===== src/rtl/ex_pkg.sv =====
// Shared EX-stage definitions: ALU op codes, forward selects, multiplier FSM encoding,
// the EX/MEM record layout and the operand-mux / ALU helper functions.
package ex_pkg;

    localparam logic [3:0] OP_AND   = 4'b0000;
    localparam logic [3:0] OP_OR    = 4'b0001;
    localparam logic [3:0] OP_ADD   = 4'b0010;
    localparam logic [3:0] OP_SUB   = 4'b0110;
    localparam logic [3:0] OP_SLT   = 4'b0111;
    localparam logic [3:0] OP_MULTU = 4'b1001;
    localparam logic [3:0] OP_NOR   = 4'b1100;

    localparam logic [1:0] FWD_RF    = 2'b00;
    localparam logic [1:0] FWD_MEMWB = 2'b01;
    localparam logic [1:0] FWD_EXMEM = 2'b10;

    localparam logic [1:0] ST_IDLE = 2'd0;
    localparam logic [1:0] ST_BUSY = 2'd1;
    localparam logic [1:0] ST_DONE = 2'd2;

    localparam int unsigned MUL_ITER = 32;
    localparam logic [5:0]  MUL_LAST = 6'(MUL_ITER - 1);

    typedef struct packed {
        logic [3:0]  ctrl;
        logic [31:0] result;
        logic [31:0] store;
        logic [4:0]  rd;
        logic        zero;
    } ex_mem_t;

    // Code 11 is unused by the forwarding unit and falls back to the register file.
    function automatic logic [31:0] fwd_mux(input logic [1:0] sel, input logic [31:0] rf,
                                            input logic [31:0] exm, input logic [31:0] mwb);
        logic [31:0] v;
        case (sel)
            FWD_EXMEM: v = exm;
            FWD_MEMWB: v = mwb;
            default:   v = rf;
        endcase
        return v;
    endfunction

    function automatic logic [31:0] alu_op(input logic [3:0] op, input logic [31:0] a,
                                           input logic [31:0] b);
        logic [31:0] r;
        case (op)
            OP_AND:  r = a & b;
            OP_OR:   r = a | b;
            OP_ADD:  r = a + b;
            OP_SUB:  r = a - b;
            OP_NOR:  r = ~(a | b);
            OP_SLT:  r = {31'b0, ($signed(a) < $signed(b))};
            default: r = 32'b0;
        endcase
        return r;
    endfunction

endpackage


===== src/rtl/multu_seq.sv =====
// 32-step shift-add unsigned multiplier (low 32 bits of the product), IDLE -> BUSY -> DONE.
// Only compiled when EX_STAGE_MULTU_EN is defined.
`ifdef EX_STAGE_MULTU_EN
module multu_seq
    import ex_pkg::*;
(
    input  logic        clk,
    input  logic        rst,
    input  logic        start,
    input  logic [31:0] a,
    input  logic [31:0] b,
    output logic        busy,
    output logic        done,
    output logic [31:0] product
);

    logic [1:0]  state_q, state_d;
    logic [5:0]  cnt_q, cnt_d;
    logic [31:0] mcand_q, mcand_d;
    logic [31:0] mplier_q, mplier_d;
    logic [31:0] acc_q, acc_d;

    always_comb begin
        state_d  = state_q;
        cnt_d    = cnt_q;
        mcand_d  = mcand_q;
        mplier_d = mplier_q;
        acc_d    = acc_q;
        case (state_q)
            ST_IDLE: begin
                if (start) begin
                    mcand_d  = a;
                    mplier_d = b;
                    acc_d    = 32'b0;
                    cnt_d    = 6'd0;
                    state_d  = ST_BUSY;
                end
            end
            ST_BUSY: begin
                if (mplier_q[0]) begin
                    acc_d = acc_q + mcand_q;
                end
                mcand_d  = mcand_q << 1;
                mplier_d = mplier_q >> 1;
                cnt_d    = cnt_q + 6'd1;
                if (cnt_q == MUL_LAST) begin
                    state_d = ST_DONE;
                end
            end
            // DONE always returns to IDLE so a held start cannot chain a new multiply here.
            default: state_d = ST_IDLE;
        endcase
    end

    always_ff @(posedge clk or posedge rst) begin
        if (rst) begin
            state_q  <= ST_IDLE;
            cnt_q    <= 6'd0;
            mcand_q  <= 32'b0;
            mplier_q <= 32'b0;
            acc_q    <= 32'b0;
        end else begin
            state_q  <= state_d;
            cnt_q    <= cnt_d;
            mcand_q  <= mcand_d;
            mplier_q <= mplier_d;
            acc_q    <= acc_d;
        end
    end

    assign busy    = (state_q == ST_BUSY);
    assign done    = (state_q == ST_DONE);
    assign product = acc_q;

endmodule
`endif


===== src/rtl/ex_stage.sv =====
// Pipeline EX stage: forwarding muxes, single-cycle ALU and the EX/MEM register.
// Define EX_STAGE_MULTU_EN to add the stalling sequential MULTU unit.
module ex_stage
    import ex_pkg::*;
(
    input  logic        clk,
    input  logic        rst,
    input  logic [3:0]  ctrl_in,
    input  logic [3:0]  alu_ctrl_in,
    input  logic        alu_src_in,
    input  logic [31:0] rs_data_in,
    input  logic [31:0] rt_data_in,
    input  logic [31:0] imm_in,
    input  logic [4:0]  rd_in,
    input  logic [1:0]  forwardA,
    input  logic [1:0]  forwardB,
    input  logic [31:0] ex_mem_result,
    input  logic [31:0] mem_wb_result,
    output logic [3:0]  ctrl_out,
    output logic [31:0] alu_result_out,
    output logic [31:0] store_data_out,
    output logic [4:0]  rd_out,
    output logic        zero_out,
    output logic        stall_out
);

    logic [31:0] op_a, rt_fwd, op_b, alu_res, final_res;
    logic        stall, mul_done;
    logic [31:0] mul_prod;
    ex_mem_t     exm_q, exm_d;

    assign op_a    = fwd_mux(forwardA, rs_data_in, ex_mem_result, mem_wb_result);
    assign rt_fwd  = fwd_mux(forwardB, rt_data_in, ex_mem_result, mem_wb_result);
    assign op_b    = alu_src_in ? imm_in : rt_fwd;
    assign alu_res = alu_op(alu_ctrl_in, op_a, op_b);

`ifdef EX_STAGE_MULTU_EN
    logic is_multu, mul_busy;

    assign is_multu = (alu_ctrl_in == OP_MULTU);

    multu_seq u_multu (
        .clk     (clk),
        .rst     (rst),
        .start   (is_multu),
        .a       (op_a),
        .b       (op_b),
        .busy    (mul_busy),
        .done    (mul_done),
        .product (mul_prod)
    );

    // Stall covers the accept cycle (IDLE with MULTU) plus every BUSY cycle.
    assign stall = ~rst & (mul_busy | (is_multu & ~mul_done));
`else
    assign stall    = 1'b0;
    assign mul_done = 1'b0;
    assign mul_prod = 32'b0;
`endif

    assign final_res = mul_done ? mul_prod : alu_res;

    always_comb begin
        exm_d       = '0;
        exm_d.store = rt_fwd;
        if (!stall) begin
            exm_d.ctrl   = ctrl_in;
            exm_d.result = final_res;
            exm_d.rd     = rd_in;
            exm_d.zero   = (final_res == 32'b0);
        end
    end

    always_ff @(posedge clk or posedge rst) begin
        if (rst) begin
            exm_q <= '0;
        end else begin
            exm_q <= exm_d;
        end
    end

    assign ctrl_out       = exm_q.ctrl;
    assign alu_result_out = exm_q.result;
    assign store_data_out = exm_q.store;
    assign rd_out         = exm_q.rd;
    assign zero_out       = exm_q.zero;
    assign stall_out      = stall;

endmodule


===== config.mk =====
export PLATFORM = sky130hd
export DESIGN_NAME = ex_stage
export DESIGN_NICKNAME = d
export VERILOG_FILES = /design/src/rtl/ex_pkg.sv /design/src/rtl/multu_seq.sv /design/src/rtl/ex_stage.sv
export SDC_FILE = /design/constraint.sdc
export NUM_CORES = 1
export LEC_CHECK = 0
export CAP_MARGIN = 20
export CORE_ASPECT_RATIO = 0.5
export CORE_MARGIN = 2
export CORE_UTILIZATION = 25
export CTS_CLUSTER_SIZE = 25
export DETAILED_ROUTE_END_ITERATION = 10
export GPL_TIMING_DRIVEN = 0
export SLEW_MARGIN = 40
export SYNTH_ARGS = -nofsm -noshare
export SYNTH_HDL_FRONTEND = slang
export SYNTH_HIERARCHICAL = 1
export SYNTH_SLANG_ARGS = --single-unit

===== constraint.sdc =====
create_clock -name clk -period 2.4 [get_ports clk]
set_clock_uncertainty 0.05 [all_clocks]
set_input_delay 0.36 -clock clk [delete_from_list [all_inputs] [get_ports clk]]
set_output_delay 0.36 -clock clk [all_outputs]
set_load 0.02 [all_outputs]

Yosys cells after proc, flatten, opt, wreduce, memory -nomap -nowiden

Cells that the tools add are included.

Bits in writable memories: 0
Bits in read-only memories: 0
Bits in latches: 0
Output and inout bits: 75
Register bits after elaboration: 74
Bits of input ports: 180
Memories: 0

Eq/ne operators: 9
Magnitude comparators: 1
Multiplexer cells: 4
Multipliers: 0
Shifts and indexed selects: 0
Add/sub/neg operators: 2
Bitwise operators: 3
Reduce and logical (&&, ||, !) cells: 2
Div/mod/pow operators: 0

Operator list:

| operator                                      | number |
|---|---|
| case mux 32 bit (6 select lines)              | 1 |
| case mux 32 bit (2 select lines)              | 2 |
| adder 32 bit                                  | 1 |
| AND 32 bit                                    | 1 |
| logical NOT 32 bit                            | 1 |
| < comparator 32 bit                           | 1 |
| two-way mux 32 bit                            | 1 |
| NOT 32 bit                                    | 1 |
| bitwise OR 32 bit                             | 1 |
| subtractor 32 bit                             | 1 |
| == test 4 x 3 -> 1 bit, second input constant | 2 |
| == test 2 x 1 -> 1 bit, second input constant | 2 |
| == test 2 bit, second input constant          | 2 |
| == test 4 x 1 -> 1 bit, second input constant | 1 |
| == test 4 x 2 -> 1 bit, second input constant | 1 |
| == test 4 bit, second input constant          | 1 |
| logical NOT 4 bit                             | 1 |

Logic depth before layout (Yosys ltp)

Depth in word-level cells: 7
Depth in mapped cells: 20
Mapped depth without buffers: 19

Least setup slack after synthesis

Ideal clock, no wire load.

Kind: input -> register
From: in forwardB[0]
To: reg exm_q, in the netlist zero_out
Library setup time: 96 ps
Path buffers: 2
Path slack: -2,157 ps
Data required time: 2,254 ps
Data arrival time: 4,412 ps
Stages: 19
Cells stage by stage: inv_1 ha_1 clkbuf_1 buf_1 a21oi_1 o21ai_0 ha_1 inv_1 fa_1 nor2b_4 o2111ai_4 a31oi_4 a2111oi_4 nor3_4 a2111oi_4 o211a_1 or4_4 nand4bb_1 nor4_2

RTL lines:

| item                 | line           | text |
|---|---|---|
| from (decl)          | ex_stage.sv:16 | `input logic [1:0] forwardB,` |
| to (signal assigned) | ex_stage.sv:78 | `exm_q <= exm_d;` |
| to (decl)            | ex_stage.sv:30 | `ex_mem_t exm_q, exm_d;` |

==> impl_metrics.json <==
{
  "first_iter_violations": 1308,
  "areaGrowthSynthToFinish_pct": 70.0,
  "syn_area_um2": 9770,
  "placed_cell_area_um2": 13500,
  "swShare": 0.446,
  "hold_viol": 0,
  "dieArea_um2": 40800,
  "track_usage": 0.244,
  "max_freq_ghz": 0.230,
  "setup_viol": 33,
  "slew_headroom": 0.325,
  "cts_tree": "done",
  "gr-usage-met1": 0.313,
  "ys_warn_count": 6,
  "drc": 0,
  "diodes": 0,
  "p_leak_nw": 6.87,
  "rows": 51,
  "use_met2": 0.402,
  "grt_pass1_vias": 11600,
  "fp.dieW_um": 284,
  "synth.yosys.seq_area_share": 0.190,
  "wl_per_cell_um": 23.3,
  "design_power_total_mw": 9.01,
  "num_io_pins": 255,
  "clkPwrFrac": 0.181,
  "die_y_um": 144,
  "synthArstFlopShare": 1.00,
  "peakVddDrop_uv": 369,
  "clockBufferDepth": 2,
  "cp.required_ns": 2.63,
  "syn-instance-count": 1308,
  "grt-ovfl-total": 0,
  "clk_pin_slew_worst_paths_ns": 0.08,
  "crit_path_max_fanout": 6,
  "synth-edff-count": 0,
  "globalplace.congestion": 0.970,
  "pre_cts_slack_ns": -3.68,
  "synth.net_count": 1590,
  "seq_power_share": 0.163,
  "stdcell_area_um2": 16600,
  "cts_made_buffers": 9,
  "dr.pass1.iters": 6,
  "gr-max-usage-layer": "met2",
  "nFillCells": 3784,
  "synth_ff_type": "dfrtp_1",
  "core_area_um2": 38700,
  "antenna_left": 0,
  "cts.sinks": 74,
  "p_comb_frac": 0.656,
  "viasPerCell": 5.56,
  "grt_use_met3": 0.0465,
  "fin_crit_sh": 1.81,
  "power_switching_mw": 4.02,
  "criticalPathCategory": "primary input to flop",
  "critPathLaunchType": "primary input",
  "crit_path_end_kind": "flop",
  "tightestPinTransition_ns": 1.01,
  "cap_violations": 0,
  "rsz0062_at_grt": "true",
  "p_int_mw": 5.00,
  "port_buffers": 252,
  "grt_pass1_wl_um": 73900,
  "antenna_found_initial": 0,
  "violations": "negative setup slack",
  "seq_area_um2": 1850,
  "synth_seq_cells": 74,
  "run_status": "finished with violations",
  "drive_gt1_frac": 0.296,
  "arrival_ns": 4.58,
  "finalMaxSlewViolations": 0,
  "yosys.area.top_type": "dfrtp_1",
  "layout.nets": 1975,
  "final.min_clock_period_ns": 4.35,
  "synthTopCellsByArea": "dfrtp_1, ha_1, a22oi_1",
  "dpl.hpwl_um": 39000,
  "powerDensity_nw_per_um2": 543,
  "cts-root-buf": "clkbuf_16",
  "hp-class": "primary input to async pin",
  "synth_cell_types": 104,
  "grt_max_degree": 45,
  "wl_um": 52000,
  "vias": 12400,
  "postSynthAreaPerCell_um2": 7.47,
  "layout_setup_ws_ns": -1.95,
  "start_util": 0.252,
  "synth_top_cell_area_share": 0.190,
  "multiInputGateArea_um2": 8720,
  "htreeDepth": 3
}
## flip-flops by register name, summed over array words and instances, names as in the netlist
| signal | count |
|---|---|
| alu_result_out | 32 |
| ctrl_out | 4 |
| rd_out | 5 |
| store_data_out | 32 |
| zero_out | 1 |
## synthesized netlist by cell type, types with 4 or more instances
master     instances
o211a_1            5
o31ai_1            6
o221ai_1          11
a211oi_1          15
nor3_1            15
and2_1             7
and3_1             6
buf_2             14
a22o_1            11
nor2_1           104
o21bai_1          12
o21a_1            48
o21ai_0           77
ha_1             100
nor4_1            11
nand4_1            6
a21oi_1           89
o211ai_1          12
nor4b_1            4
o22ai_1           19
a221o_1            7
or3_1             10
buf_6              4
xor2_1             5
dfrtp_1           74
nor2b_1           25
nor3b_1            9
nand3_1           10
clkbuf_1          50
a2111oi_0          8
or2_2              5
a211o_1            9
a21o_1            11
a31oi_1           13
o22a_1            10
xnor2_1            6
o31a_1             8
buf_1              9
a22oi_1           93
inv_1            144
nand2b_1          14
nand2_1          121
## per-stage QoR
step                       util  std cells  hold WS [ns]  setup TNS, ns
after floorplan               -       1308         0.341         -22.58
after global placement    0.347       2090         0.755        -187.58
after detailed placement  0.348       2091         0.759         -71.15
after CTS                 0.407       2203         0.347         -27.87
after global routing      0.429       2228         0.351         -33.03
final                     0.429       2228         0.327         -30.64
## routing by layer
layer	vias to the layer above	share of wire
met4	0	0.044
met1	6043	0.41
met3	145	0.089
met2	676	0.45
li1	5532	-
met5	-	0
## cells by family after synthesis
group / Yosys count / share of synthesized area
compound gates: 512 / 0.376
simple gates: 377 / 0.193
buf+inv: 229 / 0.0972
fa+ha+maj: 102 / 0.132
flops: 74 / 0.190
xor+xnor: 11 / 0.00986
mux: 2 / 0.00205
other cells: 1 / 0.000384
## power groups by stage
stage / Sequential (mW) / Combinational [mW] / Clock (mW)
after floorplan: 1.73 / 2.62 / 0
after global placement: 1.49 / 4.45 / 0
after detailed placement: 1.50 / 4.46 / 0
after CTS: 1.47 / 5.36 / 1.65
after global routing: 1.49 / 6.23 / 1.70
final: 1.47 / 5.91 / 1.63
## final timing paths
| check | startpoint | endpoint | cells after the start |
|---|---|---|---|
| setup / recovery | forwardB[0] | zero_out | 20 |
| hold / removal | rst | rd_out[2] | 2 |
| max in group asynchronous | rst | alu_result_out[9] | 3 |
| min in group clk | rd_in[1] | rd_out[1] | 1 |
## cells in the final DEF, fill, tap and decap left out, types with 11 or more instances in the layout
cell type,count
a2111oi_4,11
a21oi_2,30
o21ai_0,44
a21oi_1,56
clkbuf_16,18
dfrtp_1,74
o21ai_1,13
a22oi_1,77
nor2_4,13
nor2b_1,20
a22oi_2,17
clkdlybuf4s50_1,244
o21a_1,37
ha_4,19
buf_4,101
clkbuf_2,16
ha_2,11
buf_6,33
nand2_1,116
nor2_1,82
nand2b_1,13
o22ai_1,18
o21ai_2,14
ha_1,70
inv_1,131
o211ai_1,12
## critical path: stages
cell,delay [ns]
buf_12,0.10
inv_12,0.03
ha_4,0.28
buf_12,0.15
buf_8,0.15
nor2_4,0.04
a21oi_2,0.12
o21a_2,0.21
ha_4,0.23
buf_6,0.11
and3b_2,0.26
nand4_1,0.22
a211oi_4,0.32
nor3b_4,0.12
a211oi_4,0.33
o211ai_1,0.20
a32o_1,0.28
or4_4,0.54
nand4bb_1,0.22
nor4_2,0.29
## final cells by class
class / count / share of cell area
multi-input cells: 1005 / 0.525
clock inverters: 7 / 0.00633
clock buffers: 9 / 0.0136
flip-flops and latches: 74 / 0.112
inverters: 145 / 0.0349
repair buffers: 380 / 0.221
plain buffers: 78 / 0.0475
well taps: 530 / 0.0399
## repair_timing
item                                    CTS  global route
gates cloned                              3             1
resized for setup                       314           134
hold buffers                              0             0
pin swaps                                93            78
buffers inserted                        101            28
endpoints found under the setup margin   33            33
Power figures use the tool's default switching activity.
